### src/rtl/key_map_pkg.sv
// Shared scancode constants and widths for the keyboard-to-action mapper.
package key_map_pkg;

    localparam int unsigned SCAN_W   = 9;
    localparam int unsigned KEYVEC_W = 512;

    localparam logic [SCAN_W-1:0] KEY_A     = 9'h01c;
    localparam logic [SCAN_W-1:0] KEY_D     = 9'h023;
    localparam logic [SCAN_W-1:0] KEY_W     = 9'h01d;
    localparam logic [SCAN_W-1:0] KEY_SPACE = 9'h029;

    // Channel 0 sits in the low bits: 0=A, 1=D, 2=W, 3=Space.
    localparam logic [4*SCAN_W-1:0] DEFAULT_KEY_CODES = {KEY_SPACE, KEY_W, KEY_D, KEY_A};

endpackage

### src/rtl/key_action_map_if.sv
// Decoder-side inputs and per-channel action outputs of key_action_map.
interface key_action_map_if
    import key_map_pkg::*;
#(
    parameter int unsigned N_KEYS = 4,
    parameter int unsigned IDX_W  = 4
);
    logic                  key_valid;
    logic [SCAN_W-1:0]     last_change;
    logic [KEYVEC_W-1:0]   key_down;
    logic [N_KEYS-1:0]     held;
    logic [N_KEYS-1:0]     press;
    logic [N_KEYS-1:0]     release_pulse;
    logic [N_KEYS-1:0]     action;
    logic                  newest_valid;
    logic [IDX_W-1:0]      newest_idx;

    modport master (
        output key_valid, last_change, key_down,
        input  held, press, release_pulse, action, newest_valid, newest_idx
    );

    modport slave (
        input  key_valid, last_change, key_down,
        output held, press, release_pulse, action, newest_valid, newest_idx
    );
endinterface

### src/rtl/key_repeat_timer.sv
// Per-channel typematic timer: rep_pulse is the channel's action pulse,
// asserted on start and then after REPEAT_DELAY and every REPEAT_RATE cycles.
module key_repeat_timer #(
    parameter int unsigned REPEAT_DELAY = 25_000_000,
    parameter int unsigned REPEAT_RATE  = 5_000_000,
    parameter int unsigned CNT_W        = 25
) (
    input  logic clk,
    input  logic rst,
    input  logic start,
    input  logic stop,
    input  logic held,
    output logic rep_pulse
);
    logic [CNT_W-1:0] cnt_q;
    logic [CNT_W-1:0] cnt_d;
    logic             pulse_d;

    // Stop beats a repeat landing on the same cycle.
    always_comb begin
        cnt_d   = cnt_q;
        pulse_d = 1'b0;
        if (stop) begin
            cnt_d = '0;
        end else if (start) begin
            cnt_d   = CNT_W'(REPEAT_DELAY);
            pulse_d = 1'b1;
        end else if (held && (cnt_q != '0)) begin
            if (cnt_q == CNT_W'(1)) begin
                cnt_d   = CNT_W'(REPEAT_RATE);
                pulse_d = 1'b1;
            end else begin
                cnt_d = cnt_q - CNT_W'(1);
            end
        end
    end

    always_ff @(posedge clk) begin
        if (rst) begin
            cnt_q     <= '0;
            rep_pulse <= 1'b0;
        end else begin
            cnt_q     <= cnt_d;
            rep_pulse <= pulse_d;
        end
    end
endmodule

### src/rtl/key_action_map.sv
// N-channel scancode-to-action mapper with held/press/release/action and newest-held tracking.
// Define KEY_REPEAT_EN to add typematic auto-repeat on action; otherwise action mirrors press.
module key_action_map
    import key_map_pkg::*;
#(
    parameter int unsigned                N_KEYS       = 4,
    parameter logic [N_KEYS*SCAN_W-1:0]   KEY_CODES    = DEFAULT_KEY_CODES,
    parameter int unsigned                REPEAT_DELAY = 25_000_000,
    parameter int unsigned                REPEAT_RATE  = 5_000_000,
    parameter int unsigned                CNT_W        = 25,
    parameter int unsigned                IDX_W        = 4
) (
    input  logic           clk,
    input  logic           rst,
    key_action_map_if.slave bus
);
    logic                down_c;
    logic [N_KEYS-1:0]   match_c;
    logic [N_KEYS-1:0]   make_c;
    logic [N_KEYS-1:0]   brk_c;

    logic [N_KEYS-1:0]   held_q;
    logic [N_KEYS-1:0]   press_q;
    logic [N_KEYS-1:0]   rel_q;
    logic [N_KEYS-1:0]   action_q;
    logic                newest_valid_q;
    logic                newest_valid_d;
    logic [IDX_W-1:0]    newest_idx_q;
    logic [IDX_W-1:0]    newest_idx_d;

    // Decode the strobe; re-makes of a held key and breaks of an idle key are dropped.
    always_comb begin
        down_c  = bus.key_down[bus.last_change];
        match_c = '0;
        make_c  = '0;
        brk_c   = '0;
        for (int i = 0; i < int'(N_KEYS); i++) begin
            match_c[i] = bus.key_valid && (bus.last_change == KEY_CODES[i*SCAN_W +: SCAN_W]);
            make_c[i]  = match_c[i] && down_c && !held_q[i];
            brk_c[i]   = match_c[i] && !down_c && held_q[i];
        end
    end

    // Last pressed wins; releasing the newest key invalidates without re-deriving.
    always_comb begin
        newest_valid_d = newest_valid_q;
        newest_idx_d   = newest_idx_q;
        for (int i = 0; i < int'(N_KEYS); i++) begin
            if (brk_c[i] && (newest_idx_q == IDX_W'(i))) newest_valid_d = 1'b0;
        end
        for (int i = 0; i < int'(N_KEYS); i++) begin
            if (make_c[i]) begin
                newest_valid_d = 1'b1;
                newest_idx_d   = IDX_W'(i);
            end
        end
    end

    always_ff @(posedge clk) begin
        if (rst) begin
            held_q         <= '0;
            press_q        <= '0;
            rel_q          <= '0;
            newest_valid_q <= 1'b0;
            newest_idx_q   <= '0;
        end else begin
            held_q         <= (held_q | make_c) & ~brk_c;
            press_q        <= make_c;
            rel_q          <= brk_c;
            newest_valid_q <= newest_valid_d;
            newest_idx_q   <= newest_idx_d;
        end
    end

`ifdef KEY_REPEAT_EN
    for (genvar i = 0; i < int'(N_KEYS); i++) begin : g_timer
        key_repeat_timer #(
            .REPEAT_DELAY (REPEAT_DELAY),
            .REPEAT_RATE  (REPEAT_RATE),
            .CNT_W        (CNT_W)
        ) u_timer (
            .clk       (clk),
            .rst       (rst),
            .start     (make_c[i]),
            .stop      (brk_c[i]),
            .held      (held_q[i]),
            .rep_pulse (action_q[i])
        );
    end
`else
    logic unused_cfg;
    assign unused_cfg = ^{REPEAT_DELAY, REPEAT_RATE, CNT_W};

    always_ff @(posedge clk) begin
        if (rst) action_q <= '0;
        else     action_q <= make_c;
    end
`endif

    assign bus.held          = held_q;
    assign bus.press         = press_q;
    assign bus.release_pulse = rel_q;
    assign bus.action        = action_q;
    assign bus.newest_valid  = newest_valid_q;
    assign bus.newest_idx    = newest_idx_q;
endmodule

### src/flat_wrapper.sv
// flat-port wrapper written by rule: the top's interface ports become plain ports
module key_action_map_flat import key_map_pkg::*;
#(
    parameter int unsigned                N_KEYS       = 4,
    parameter logic [N_KEYS*SCAN_W-1:0]   KEY_CODES    = DEFAULT_KEY_CODES,
    parameter int unsigned                REPEAT_DELAY = 25_000_000,
    parameter int unsigned                REPEAT_RATE  = 5_000_000,
    parameter int unsigned                CNT_W        = 25,
    parameter int unsigned                IDX_W        = 4
)
  (clk, rst, bus_key_valid, bus_last_change, bus_key_down, bus_held, bus_press, bus_release_pulse, bus_action, bus_newest_valid, bus_newest_idx);
  key_action_map_if #(.N_KEYS(N_KEYS), .IDX_W(IDX_W)) bus_i ();
  input  logic clk;
  input  logic rst;
  input wire logic [$bits(bus_i.key_valid)-1:0] bus_key_valid;
  input wire logic [$bits(bus_i.last_change)-1:0] bus_last_change;
  input wire logic [$bits(bus_i.key_down)-1:0] bus_key_down;
  output wire logic [$bits(bus_i.held)-1:0] bus_held;
  output wire logic [$bits(bus_i.press)-1:0] bus_press;
  output wire logic [$bits(bus_i.release_pulse)-1:0] bus_release_pulse;
  output wire logic [$bits(bus_i.action)-1:0] bus_action;
  output wire logic [$bits(bus_i.newest_valid)-1:0] bus_newest_valid;
  output wire logic [$bits(bus_i.newest_idx)-1:0] bus_newest_idx;
  assign bus_i.key_valid = bus_key_valid;
  assign bus_i.last_change = bus_last_change;
  assign bus_i.key_down = bus_key_down;
  assign bus_held = bus_i.held;
  assign bus_press = bus_i.press;
  assign bus_release_pulse = bus_i.release_pulse;
  assign bus_action = bus_i.action;
  assign bus_newest_valid = bus_i.newest_valid;
  assign bus_newest_idx = bus_i.newest_idx;
  key_action_map #(.N_KEYS(N_KEYS), .KEY_CODES(KEY_CODES), .REPEAT_DELAY(REPEAT_DELAY), .REPEAT_RATE(REPEAT_RATE), .CNT_W(CNT_W), .IDX_W(IDX_W)) u_core (.clk(clk), .rst(rst), .bus(bus_i));
endmodule
### config.mk
export PLATFORM = sky130hd
export DESIGN_NAME = key_action_map_flat
export DESIGN_NICKNAME = d
export VERILOG_FILES = /design/src/rtl/key_map_pkg.sv /design/src/rtl/key_action_map_if.sv /design/src/rtl/key_repeat_timer.sv /design/src/rtl/key_action_map.sv /design/src/flat_wrapper.sv
export SDC_FILE = /design/constraint.sdc
export NUM_CORES = 1
export LEC_CHECK = 0
export CELL_PAD_IN_SITES_DETAIL_PLACEMENT = 0
export CELL_PAD_IN_SITES_GLOBAL_PLACEMENT = 2
export CORE_AREA = 2 2 211 213
export DETAILED_ROUTE_END_ITERATION = 8
export DIE_AREA = 0 0 213 215
export PLACE_DENSITY = 0.75
export SETUP_SLACK_MARGIN = 0.4
export SLEW_MARGIN = 20
export SYNTH_ARGS = -nofsm -noshare
export SYNTH_HDL_FRONTEND = slang
export SYNTH_SLANG_ARGS = --single-unit
### constraint.sdc
create_clock -name clk -period 8 [get_ports clk]
set_clock_uncertainty 0.1 [all_clocks]
set_input_delay 2.4 -clock clk [delete_from_list [all_inputs] [get_ports clk]]
set_output_delay 2.4 -clock clk [all_outputs]
set_load 0.02 [all_outputs]
==> out/results.ini <==
[clocking]
cts_tree=built
cts_root_buf=clkbuf_16
ctsHoldBuffers=0
cts.sinks=15
cts_buffers=3
postCtsResizedCells=0
post_cts_buffers=0
clk_latency_ps=250
clock_path_buffers=2
h-tree-depth=1
path_clk_slew_ps=50

[floorplanning]
dieArea_sq_um=45800
initial_core_util_pct=12.4
fp.dieH_um=215
num_rows=77
pin_count=545
die_w_um=213
core_area_sq_um=43600

[final_layout]
final_common_cell=clkdlybuf4s50_1
final_nets=1479
fin_util_pct=25.6
final_cell_mix=clkdlybuf4s50_1 (536), mux4_2 (84), mux2i_1 (69)
drive_above_1_share_pct=12.7
area_delta_synth_final_pct=106

[routing]
wl_per_cell_um=23.6
dr_wl_met3_mm=2.34
route.vias.total=6462
dr.pass1.iters=4
viasPerCell=4.18
dr_wl_met2_mm=19.5
wirelength_met1_mm=14.4
ant_nets=0
top_layer=met4
drt_iter0_drc=214
wl_mm=36.6
drc=0

[sta]
worstMarginPinSlew_ps=976
tns_ps=0
slew_viol_final=0
period_share_pct=75.8
rsz0062_at_grt=false
setup_violations=0
hold_violations=0
relSlewSlack_pct=34.7
layout_min_cycle_time_ps=6060
fmax_mhz=165

[synth]
synth_area_sq_um=5420
synth_cell_type_count=63
synth_edf_count=0
yosysSeqAreaShare_pct=5.54
avgSynthCellArea_sq_um=11.9
synth_top_area_share_pct=34.9
synth_largest_area_cell=mux4_2
ys.flop_type=dfxtp_1
yosysWarnings=0
synth_area_leaders=mux4_2 (35%), mux2i_1 (13%), mux4_1 (12%), dfxtp_1 (5.5%), a22oi_1 (3.9%)
synthCells=456
synth_seq_cells=15
synthArstFlopShare_pct=0

[grt]
grt.overflow.total=0
grt_max_degree=78
track_usage_pct=15.2
antenna_found_initial=2
grt_pass1_vias=7239
grt_pass1_wl_mm=50.1

[worst_setup_path]
startpoint_type=input pin
path_class=input pin to register
cpMaxStageDelayCell=or4b_4
required_ps=8050
path_buf_inv=2
crit_fanout=77
worstSetupEndpointType=register
path_cells=buf_8 -> buf_12 -> mux2i_1 -> a22oi_1 -> a21oi_1 -> nor3_1 -> a211oi_1 -> a32oi_2 -> or4b_4 -> o41ai_2
slowest_delay_ps=660
crit_family=compound AO/OA/AOI/OAI gates
crit_arrival_ps=6110

[status]
status=finished, final reports clean

[place]
io_buffers=542
globalplace.congestion=0.896
hpwl_mm=31.9

[pwr]
power_leakage_nw=3.91
vdd_ir_drop_max_uv=53.1
power_density_nw_per_um2=63.9

[hold_path]
hold_path_class=register to register

[flow_run]
cap_violations=0

-- worst register-to-register path: cells and delay by family (launching register included) --
| family | cells | cell delay (ps) |
|---|---|---|
| and+or+nand+nor | 3 | 320 |
| DFF | 1 | 420 |
| AOI/OAI and AO/OA | 2 | 470 |
-- routing by layer --
metal	vias to the layer above	GRT usage [%]
met4	0	1.68
li1	2971	-
met2	318	29.5
met5	-	0
met1	3156	17.8
met3	17	2.18
-- through the flow --
step           setup WS [ps]  instance area [sq um]  power (W)  std cells  hold slack, ps
2_1_floorplan           3010                   5430   0.000301        457             483
4_1_cts                 1720                  11200   0.000726       1546             441
5_1_grt                 1550                  11200   0.000755       1547             465
3_5_place_dp            1440                  11100   0.000625       1542             434
6_report                1940                  11200   0.000715       1547             436
3_3_place_gp            1250                  11100   0.000624       1542             413
-- cells in the mapped netlist, types with 2 or more instances --
master and n:
nor4_1 3, mux4_1 24, o221ai_1 2, a221oi_1 7
mux2i_1 69, dfxtp_1 15, o211ai_1 2, inv_1 4
nand4b_1 2, a31oi_1 8, o2111ai_1 2, buf_6 8
a211oi_1 6, nand2b_1 8, and2_1 3, nor2_1 20
a211o_1 3, nand2_1 24, nand3b_1 4, nand4_1 4
clkbuf_8 5, o32ai_2 2, mux4_2 84, o31ai_2 3
nor2b_1 10, a22oi_1 28, clkbuf_1 9, buf_2 13
a21oi_1 12, nor3_1 6, buf_4 9, buf_12 7
nor4_2 3, o22ai_1 2, nand3_1 10, or2_2 3
nor4b_1 3, buf_8 4
-- power breakdown --
part	internal (W)	switching (W)	total, W
clock network	0.0000677	0.0000335	0.000101
logic	0.000352	0.000186	0.000538
registers	0.0000749	0.000000111	0.0000750
-- final cells by class --
cell class              count  area, sq um
well taps                 592          741
multi-input cells         381         4570
flip-flops and latches     15          300
fillers                  4617        32500
diodes                      1         2.50
clock buffers               4         78.8
repair buffers            550         5480
inverters                   4         15.0
-- logic make-up (layout without fill, tap and decap cells) --
kind of cell / Yosys count / in the layout / synth area share, %
mux: 178 / 178 / 59.5
simple gates: 114 / 114 / 12.0
compound gates: 87 / 87 / 12.7
buf+inv: 61 / 558 / 10.2
flops: 15 / 15 / 5.54
other cells: 1 / 3 / 0.0692
-- final timing paths --
kind | startpoint | end | slack [ps] | cells after the start
setup reg to reg | register | u_core.bus.newest_valid$_SDFFE_PP0P_ | 6530 | 5
setup / recovery | bus_last_change[0] | register | 1940 | 10
hold / removal | register | u_core.bus.press[1]$_SDFF_PP0_ | 440 | 1
hold reg to reg | register | u_core.bus.press[1]$_SDFF_PP0_ | 440 | 1
Note: power is estimated with default switching activity, not from simulation.
